[config.mk]
export PLATFORM = sky130hd
export DESIGN_NAME = reg_bank_arbiter
export DESIGN_NICKNAME = d
export VERILOG_FILES = /design/src/rtl/reg_bank_pkg.sv /design/src/rtl/reg_bank_arbiter_rr_arbiter.sv /design/src/rtl/reg_bank_arbiter.sv
export SDC_FILE = /design/constraint.sdc
export NUM_CORES = 1
export LEC_CHECK = 0
export CAP_MARGIN = 20
export CORE_UTILIZATION = 41
export DETAILED_ROUTE_END_ITERATION = 8
export PLACE_DENSITY = 0.86
export RECOVER_POWER = 100
export REMOVE_ABC_BUFFERS = 1
export SYNTH_ARGS = -nofsm -noshare
export SYNTH_HDL_FRONTEND = slang
export SYNTH_HIERARCHICAL = 1
export SYNTH_SLANG_ARGS = --single-unit
[constraint.sdc]
create_clock -name clk -period 4.1 [get_ports clk]
set_input_delay 0.41 -clock clk [delete_from_list [all_inputs] [get_ports clk]]
set_output_delay 0.41 -clock clk [all_outputs]
set_load 0.03 [all_outputs]
[src/rtl/reg_bank_pkg.sv]
// rtl/reg_bank_pkg.sv - shared state type and default sizes for reg_bank_arbiter
package reg_bank_pkg;

  typedef enum logic [1:0] {
    ST_IDLE  = 2'd0,
    ST_GRANT = 2'd1,
    ST_ISSUE = 2'd2
  } state_t;

  localparam int DEF_WIDTH = 12;
  localparam int DEF_DEPTH = 8;
  localparam int DEF_NREQ  = 4;

  // Index width that stays legal for a single requester.
  function automatic int idx_width(input int n);
    return (n > 1) ? $clog2(n) : 1;
  endfunction

endpackage

[src/rtl/reg_bank_arbiter_rr_arbiter.sv]
// rtl/reg_bank_arbiter_rr_arbiter.sv - combinational round-robin pick starting at ptr
module rr_arbiter #(
  parameter int NREQ = 4,
  parameter int IW   = 2
) (
  input  logic [NREQ-1:0] req,
  input  logic [IW-1:0]   ptr,
  output logic [IW-1:0]   winner,
  output logic            any_req
);

  logic [IW-1:0] w_idx;

  // Scan from the far end back towards ptr so the closest requester overwrites last.
  always_comb begin
    winner  = ptr;
    any_req = |req;
    w_idx   = ptr;
    for (int k = NREQ - 1; k >= 0; k--) begin
      w_idx = IW'((int'(ptr) + k) % NREQ);
      if (req[w_idx]) begin
        winner = w_idx;
      end
    end
  end

endmodule

[src/rtl/reg_bank_arbiter.sv]
// rtl/reg_bank_arbiter.sv - round-robin write sequencer for the enable-register bank
// Optional REG_BANK_ARB_LOCK_EN adds req_lock to hold ptr on a locked grantee.
module reg_bank_arbiter
  import reg_bank_pkg::*;
#(
  parameter int NREQ  = DEF_NREQ,
  parameter int WIDTH = DEF_WIDTH,
  parameter int DEPTH = DEF_DEPTH,
  parameter int AW    = $clog2(DEPTH),
  parameter int IW    = idx_width(NREQ)
) (
  input  logic                  clk,
  input  logic                  rst,
  input  logic [NREQ-1:0]       req_valid,
  input  logic [NREQ*AW-1:0]    req_addr,
  input  logic [NREQ*WIDTH-1:0] req_data,
`ifdef REG_BANK_ARB_LOCK_EN
  input  logic [NREQ-1:0]       req_lock,
`endif
  output logic [NREQ-1:0]       req_ready,
  output logic [DEPTH-1:0]      reg_en,
  output logic [WIDTH-1:0]      reg_d,
  output logic [IW-1:0]         grant_id,
  output logic                  busy,
  output logic                  addr_err
);

  localparam logic [DEPTH-1:0] EN_ONE = DEPTH'(1);

  state_t           r_state;
  state_t           w_state_nxt;
  logic [IW-1:0]    r_ptr;
  logic [IW-1:0]    r_grant_id;
  logic [IW-1:0]    w_winner;
  logic [IW-1:0]    w_ptr_adv;
  logic             w_any;
  logic             w_load_grant;
  logic             w_accept;
  logic             w_hold_ptr;
  logic             w_sel_oob;
  logic [AW-1:0]    w_sel_addr;
  logic [WIDTH-1:0] w_sel_data;
  logic [DEPTH-1:0] r_reg_en;
  logic [WIDTH-1:0] r_reg_d;
  logic             r_addr_err;

  rr_arbiter #(
    .NREQ (NREQ),
    .IW   (IW)
  ) u_rr (
    .req     (req_valid),
    .ptr     (r_ptr),
    .winner  (w_winner),
    .any_req (w_any)
  );

  assign w_sel_addr = req_addr[int'(r_grant_id)*AW +: AW];
  assign w_sel_data = req_data[int'(r_grant_id)*WIDTH +: WIDTH];
  assign w_sel_oob  = int'(w_sel_addr) >= DEPTH;
  assign w_ptr_adv  = (int'(r_grant_id) == NREQ - 1) ? '0 : r_grant_id + IW'(1);

`ifdef REG_BANK_ARB_LOCK_EN
  assign w_hold_ptr = req_lock[r_grant_id];
`else
  assign w_hold_ptr = 1'b0;
`endif

  always_ff @(posedge clk or negedge rst) begin
    if (!rst) begin
      r_state <= ST_IDLE;
    end else begin
      r_state <= w_state_nxt;
    end
  end

  always_comb begin
    w_state_nxt  = r_state;
    w_load_grant = 1'b0;
    w_accept     = 1'b0;
    req_ready    = '0;
    busy         = (r_state != ST_IDLE);
    case (r_state)
      ST_IDLE: begin
        if (w_any) begin
          w_load_grant = 1'b1;
          w_state_nxt  = ST_GRANT;
        end
      end
      ST_GRANT: begin
        req_ready[r_grant_id] = 1'b1;
        // A withdrawn request falls back to IDLE without touching ptr.
        if (req_valid[r_grant_id]) begin
          w_accept    = 1'b1;
          w_state_nxt = ST_ISSUE;
        end else begin
          w_state_nxt = ST_IDLE;
        end
      end
      ST_ISSUE: begin
        if (w_any) begin
          w_load_grant = 1'b1;
          w_state_nxt  = ST_GRANT;
        end else begin
          w_state_nxt = ST_IDLE;
        end
      end
      default: w_state_nxt = ST_IDLE;
    endcase
  end

  always_ff @(posedge clk or negedge rst) begin
    if (!rst) begin
      r_ptr      <= '0;
      r_grant_id <= '0;
      r_reg_en   <= '0;
      r_reg_d    <= '0;
      r_addr_err <= 1'b0;
    end else begin
      if (w_load_grant) begin
        r_grant_id <= w_winner;
      end
      if (w_accept) begin
        r_ptr      <= w_hold_ptr ? r_ptr : w_ptr_adv;
        r_reg_en   <= w_sel_oob ? '0 : (EN_ONE << w_sel_addr);
        r_reg_d    <= w_sel_data;
        r_addr_err <= w_sel_oob;
      end else begin
        r_reg_en   <= '0;
        r_addr_err <= 1'b0;
      end
    end
  end

  assign reg_en   = r_reg_en;
  assign reg_d    = r_reg_d;
  assign addr_err = r_addr_err;
  assign grant_id = r_grant_id;

endmodule

# == Yosys cells after proc, flatten, opt, wreduce, memory -nomap -nowiden ==
# Cells that the tools add are included.
# op_classes
mul,2
magnitude_cmp,6
mux,27
addsub,4
reduce_logical,5
n_eq_ne,4
shifts,3
# op_table
op,n
$shiftx 48x7->12,1
$lt 2x3->1 const B,5
$mux 2,7
$shiftx 12x5->3,1
$mux 1,11
$bmux 1 s2,5
$mul 2x2->4 const B,2
$mux 8,1
$shl 1x3->8 const A,1
$pmux 2 s3,1
$add 2x1->2 const B,2
$add 2x2->2 const B,2
$eq 2x1->1 const B,2
$mux 4,1
$reduce_or 4->1,1
$demux 1 s2,1
$eq 2x2->1 const B,1
$ge 2x1->1 const B,1
$logic_not 2->1,1
$ne 2x1->1 const B,1
$reduce_bool 2->1,1
$reduce_or 2->1,1
$logic_and 1x1->1,1
# word_totals
input_bits,66
word_cells,56
regBits,26
out_inout_bits,28

# == Depth between registers and ports, before layout ==
# depth
ltp_word,7
depth_mapped,7
ltp_nobuf,5

# == By module ==
# Netlist, hierarchy kept.
# modules_own_cells
module,seq_area_each_um2,cells_each,instances,area_per_inst_um2
reg_bank_arbiter,650.6,102,1,1517.7
rr_arbiter,0.0,16,1,100.1

# == Worst setup path before layout ==
# Ideal clock, no wire load.
# synth_timing
kind,register -> output
startpoint,"reg r_grant_id[1], in the netlist grant_id[1]"
endpoint,out req_ready[1]
setup_slack_ns,2.100
t_required_ns,3.690
n_path_buf,2
path_stages_with_launch,6
arrival_time_ns,1.590
cell_sequence,dfrtp_1 > buf_6 > clkbuf_1 > inv_1 > ha_1 > and2_1
# synth_between
elab_chain_len,5
word_cells_on_any_way,6
cone_classes,order compare (2); mux (3); reduce/logical (1)
# synth_rtl
item,line_no,rtl
"start, declared",reg_bank_arbiter.sv:33,logic [IW-1:0] r_grant_id;
"start signal, assigned",reg_bank_arbiter.sv:120,r_grant_id <= w_winner;
$lt 2x3->1 (implied by the code) or $ge 2x1->1 (tied branches),reg_bank_arbiter.sv:90,req_ready[r_grant_id] = 1'b1;
$logic_and 1x1->1 (implied by the code),reg_bank_arbiter.sv:90,
$mux 1 (implied by the code),reg_bank_arbiter.sv:90,
$demux 1 s2 *,reg_bank_arbiter.sv:90,
$mux 4 *,reg_bank_arbiter.sv:82,case (r_state)
"end, declared",reg_bank_arbiter.sv:20,"output logic [NREQ-1:0] req_ready,"
# Mark *: on every way between the ends. The rest lies on a longest branch, timed or not.

# == Final worst setup path ==
# layout_timing
startpoint,"reg r_grant_id[0], in the netlist grant_id[0]"
endpoint,out grant_id[0]
# layout_rtl
item,line_no,rtl
"end, declared",reg_bank_arbiter.sv:23,"output logic [IW-1:0] grant_id,"
# No word-level cell between the ends.

==> out/results.ini <==
[layout]
seq_area_sq_um=651
drive_gt1_share_pct=14.3
fillerInstances=278
antennaDiodeCount=0
fin_util_pct=69.2
stdcell_count=258
stdcell_area_sq_mm=0.00257
multi_input_area_sq_um=838
nets=281
area_growth_pct=59.0

[clock_tree]
post_cts_resized=0
htree_levels=1
cts.sinks=26
cts_tree=done
hold_buffers=0
clk_latency_ns=0.27
postCtsSetupBuffers=0
clk_pin_slew_ns=0.09
cts_root_buf=clkbuf_8
cts-buffers-inserted=3
cts_buffer_depth=2

[timing]
post-route-min-period_ns=2.97
relSlewSlack_pct=29.5
tightest_slew_ns=1.06
fin_setup_tns_ns=0
slew_viol_final=0
fin_crit_sh_pct=72.4
rsz0062_at_grt=false
setup_viol=0
finalHoldViolCount=0
fmax_ghz=0.337
fin_skew_ns=0.000914

[die]
die_height_um=64.8
initial_core_util_pct=43.5
num_rows=22
die-area_sq_mm=0.00420
ioPinCount=94
coreArea_sq_mm=0.00372
fp.dieW_um=64.8

[yosys]
avgSynthCellArea_sq_um=13.7
dominantRegCellSynth=dfrtp_1
yosysSeqAreaShare_pct=40.2
synthesis.instances=118
synth_cell_types=32
synth-edff-count=0
synthArstFlopShare_pct=100
ys_ff_latch=26
synth_area_sq_mm=0.00162
yosysWarnings=6

[worst_setup_path]
critPathLaunchType=flip-flop
criticalPathCategory=flip-flop to primary output
cp_max_fo=13
cp.required_ns=3.69
cp.arrival_ns=2.56
end_kind=primary output

[outcome]
status=completed

[power_and_ir_drop]
p_per_area_mw_per_mm2=633
clockPowerShare_pct=12.9
switchingPower_mw=0.680
internal_power_mw=0.949
p_seq_share_pct=26.9
combPwrFrac_pct=60.2
swShare_pct=41.7
p_leak_nw=1.07
ir_drop_mv=0.252

[worst_hold_path]
min_path_type=primary input to async pin

[detailed_routing]
totalWireLength_mm=5.04
drt_first_iter_violations=46
drt-pass1-iter-count=4
wire_per_inst_um=19.5
drc_errors=0
num_vias=1375
ant_nets=0
viasPerCell=5.33

[run]
cap_violations=0

[place]
placed_area_sq_mm=0.00254
gp_congestion=0.724
dp_hpwl_mm=3.74
placed_cells=253
port_buffers=92

[grt]
grt_pass1_vias=1449
grt_first_pass_wirelength_mm=7.59
grt_overflow_total=0
antenna_found_initial=0
grt_max_degree=27
grt_usage_pct=24.4

-- power by group through the flow --
stage	Clock, mW	Combinational [mW]	Sequential (mW)
final	0.210	0.981	0.437
after global routing	0.223	1.05	0.452
after global placement	0	1.04	0.436
after CTS	0.213	1.09	0.442
after detailed placement	0	1.08	0.445
after floorplan	0	0.485	0.639
-- critical path: stages (launching register included) --
cell	delay, ns
dfrtp_1	0.62
clkbuf_1	0.82
clkdlybuf4s50_1	0.84
-- layout make-up --
class | count | area share [%]
flip-flops and latches | 26 | 25.3
multi-input cells | 81 | 32.6
clock buffers | 3 | 1.61
repair buffers | 95 | 36.4
clock inverters | 1 | 1.17
well taps | 48 | 2.33
inverters | 4 | 0.632
-- worst paths after layout --
| check | from | endpoint | cells after the start | slack (ns) |
|---|---|---|---|---|
| setup / recovery | grant_id[0]$_DFFE_PN0P_ | grant_id[0] | 2 | 1.13 |
| hold reg to reg | reg_d[3]$_DFFE_PN0P_ | reg_d[3]$_DFFE_PN0P_ | 1 | 0.50 |
| setup reg to reg | grant_id[1]$_DFFE_PN0P_ | reg_d[8]$_DFFE_PN0P_ | 5 | 1.50 |
| min in group clk | reg_d[3]$_DFFE_PN0P_ | reg_d[3]$_DFFE_PN0P_ | 1 | 0.50 |
| hold / removal | rst | reg_en[7]$_DFF_PN0_ | 1 | 0.44 |
| max in group asynchronous | rst | reg_d[0]$_DFFE_PN0P_ | 2 | 2.41 |
-- cell usage in the layout (no fill, tap or decap), types with 2 or more instances in the layout --
cell	Yosys	final
ha_1	4	4
mux4_2	14	14
clkbuf_8	0	3
dfrtp_1	26	26
dlygate4sd3_1	0	27
mux2i_1	5	5
o21ai_0	4	4
and2b_1	2	2
nor2_1	3	3
clkbuf_1	1	2
and2_1	4	4
nand2_1	5	5
inv_1	3	3
and2b_2	2	2
nor3_1	9	9
mux2_2	6	6
mux2_1	0	9
nand2b_1	2	2
clkdlybuf4s50_1	0	65
-- logic make-up after synthesis --
group           count (synthesis)  share of synthesized area, %
simple gates                   34                          12.1
flops                          26                          40.2
other cells                     1                         0.232
compound gates                  8                          3.33
buf+inv                        11                          5.88
mux                            34                          35.1
fa+ha+maj                       4                          3.09
-- state kept, by name, summed over array words and instances (netlist names) --
register  cells
r_state       2
grant_id      2
r_ptr         2
reg_d        12
reg_en        8
-- through the flow --
stage | setup slack (ns) | hold WS (ns) | total power, mW
after floorplan | 1.86 | 0.114 | 1.12
after global placement | 2.01 | 0.501 | 1.48
after detailed placement | 1.94 | 0.501 | 1.52
after CTS | 1.69 | 0.520 | 1.75
after global routing | 0.847 | 0.437 | 1.72
final | 1.13 | 0.439 | 1.63
-- per-layer routing --
| metal | wire, um | part of all wire (%) | GRT usage (%) | up-vias |
|---|---|---|---|---|
| li1 | - | - | - | 615 |
| met1 | 1950 | 39 | 28.1 | 679 |
| met2 | 2560 | 51 | 43.4 | 70 |
| met3 | 437 | 8.7 | 6.87 | 11 |
| met4 | 95 | 1.9 | 7.50 | 0 |
| met5 | 0 | 0 | 0 | - |
-- synthesized netlist by cell type, types with 2 or more instances --
cell / n / share of area [%]
nor3_1: 9 / 2.8
and2b_2: 2 / 1.1
buf_6: 3 / 2.1
o21ai_0: 4 / 1.2
nor2_1: 3 / 0.70
buf_4: 2 / 0.93
inv_1: 3 / 0.70
mux2_2: 6 / 4.2
ha_1: 4 / 3.1
and2_1: 4 / 1.5
and2b_1: 2 / 0.93
mux4_2: 14 / 19
dfrtp_1: 26 / 40
nand2b_1: 2 / 0.77
mux2i_1: 5 / 3.1
nand2_1: 5 / 1.2
mux2_4: 9 / 8.4
Note: power is estimated with default switching activity, not from simulation.
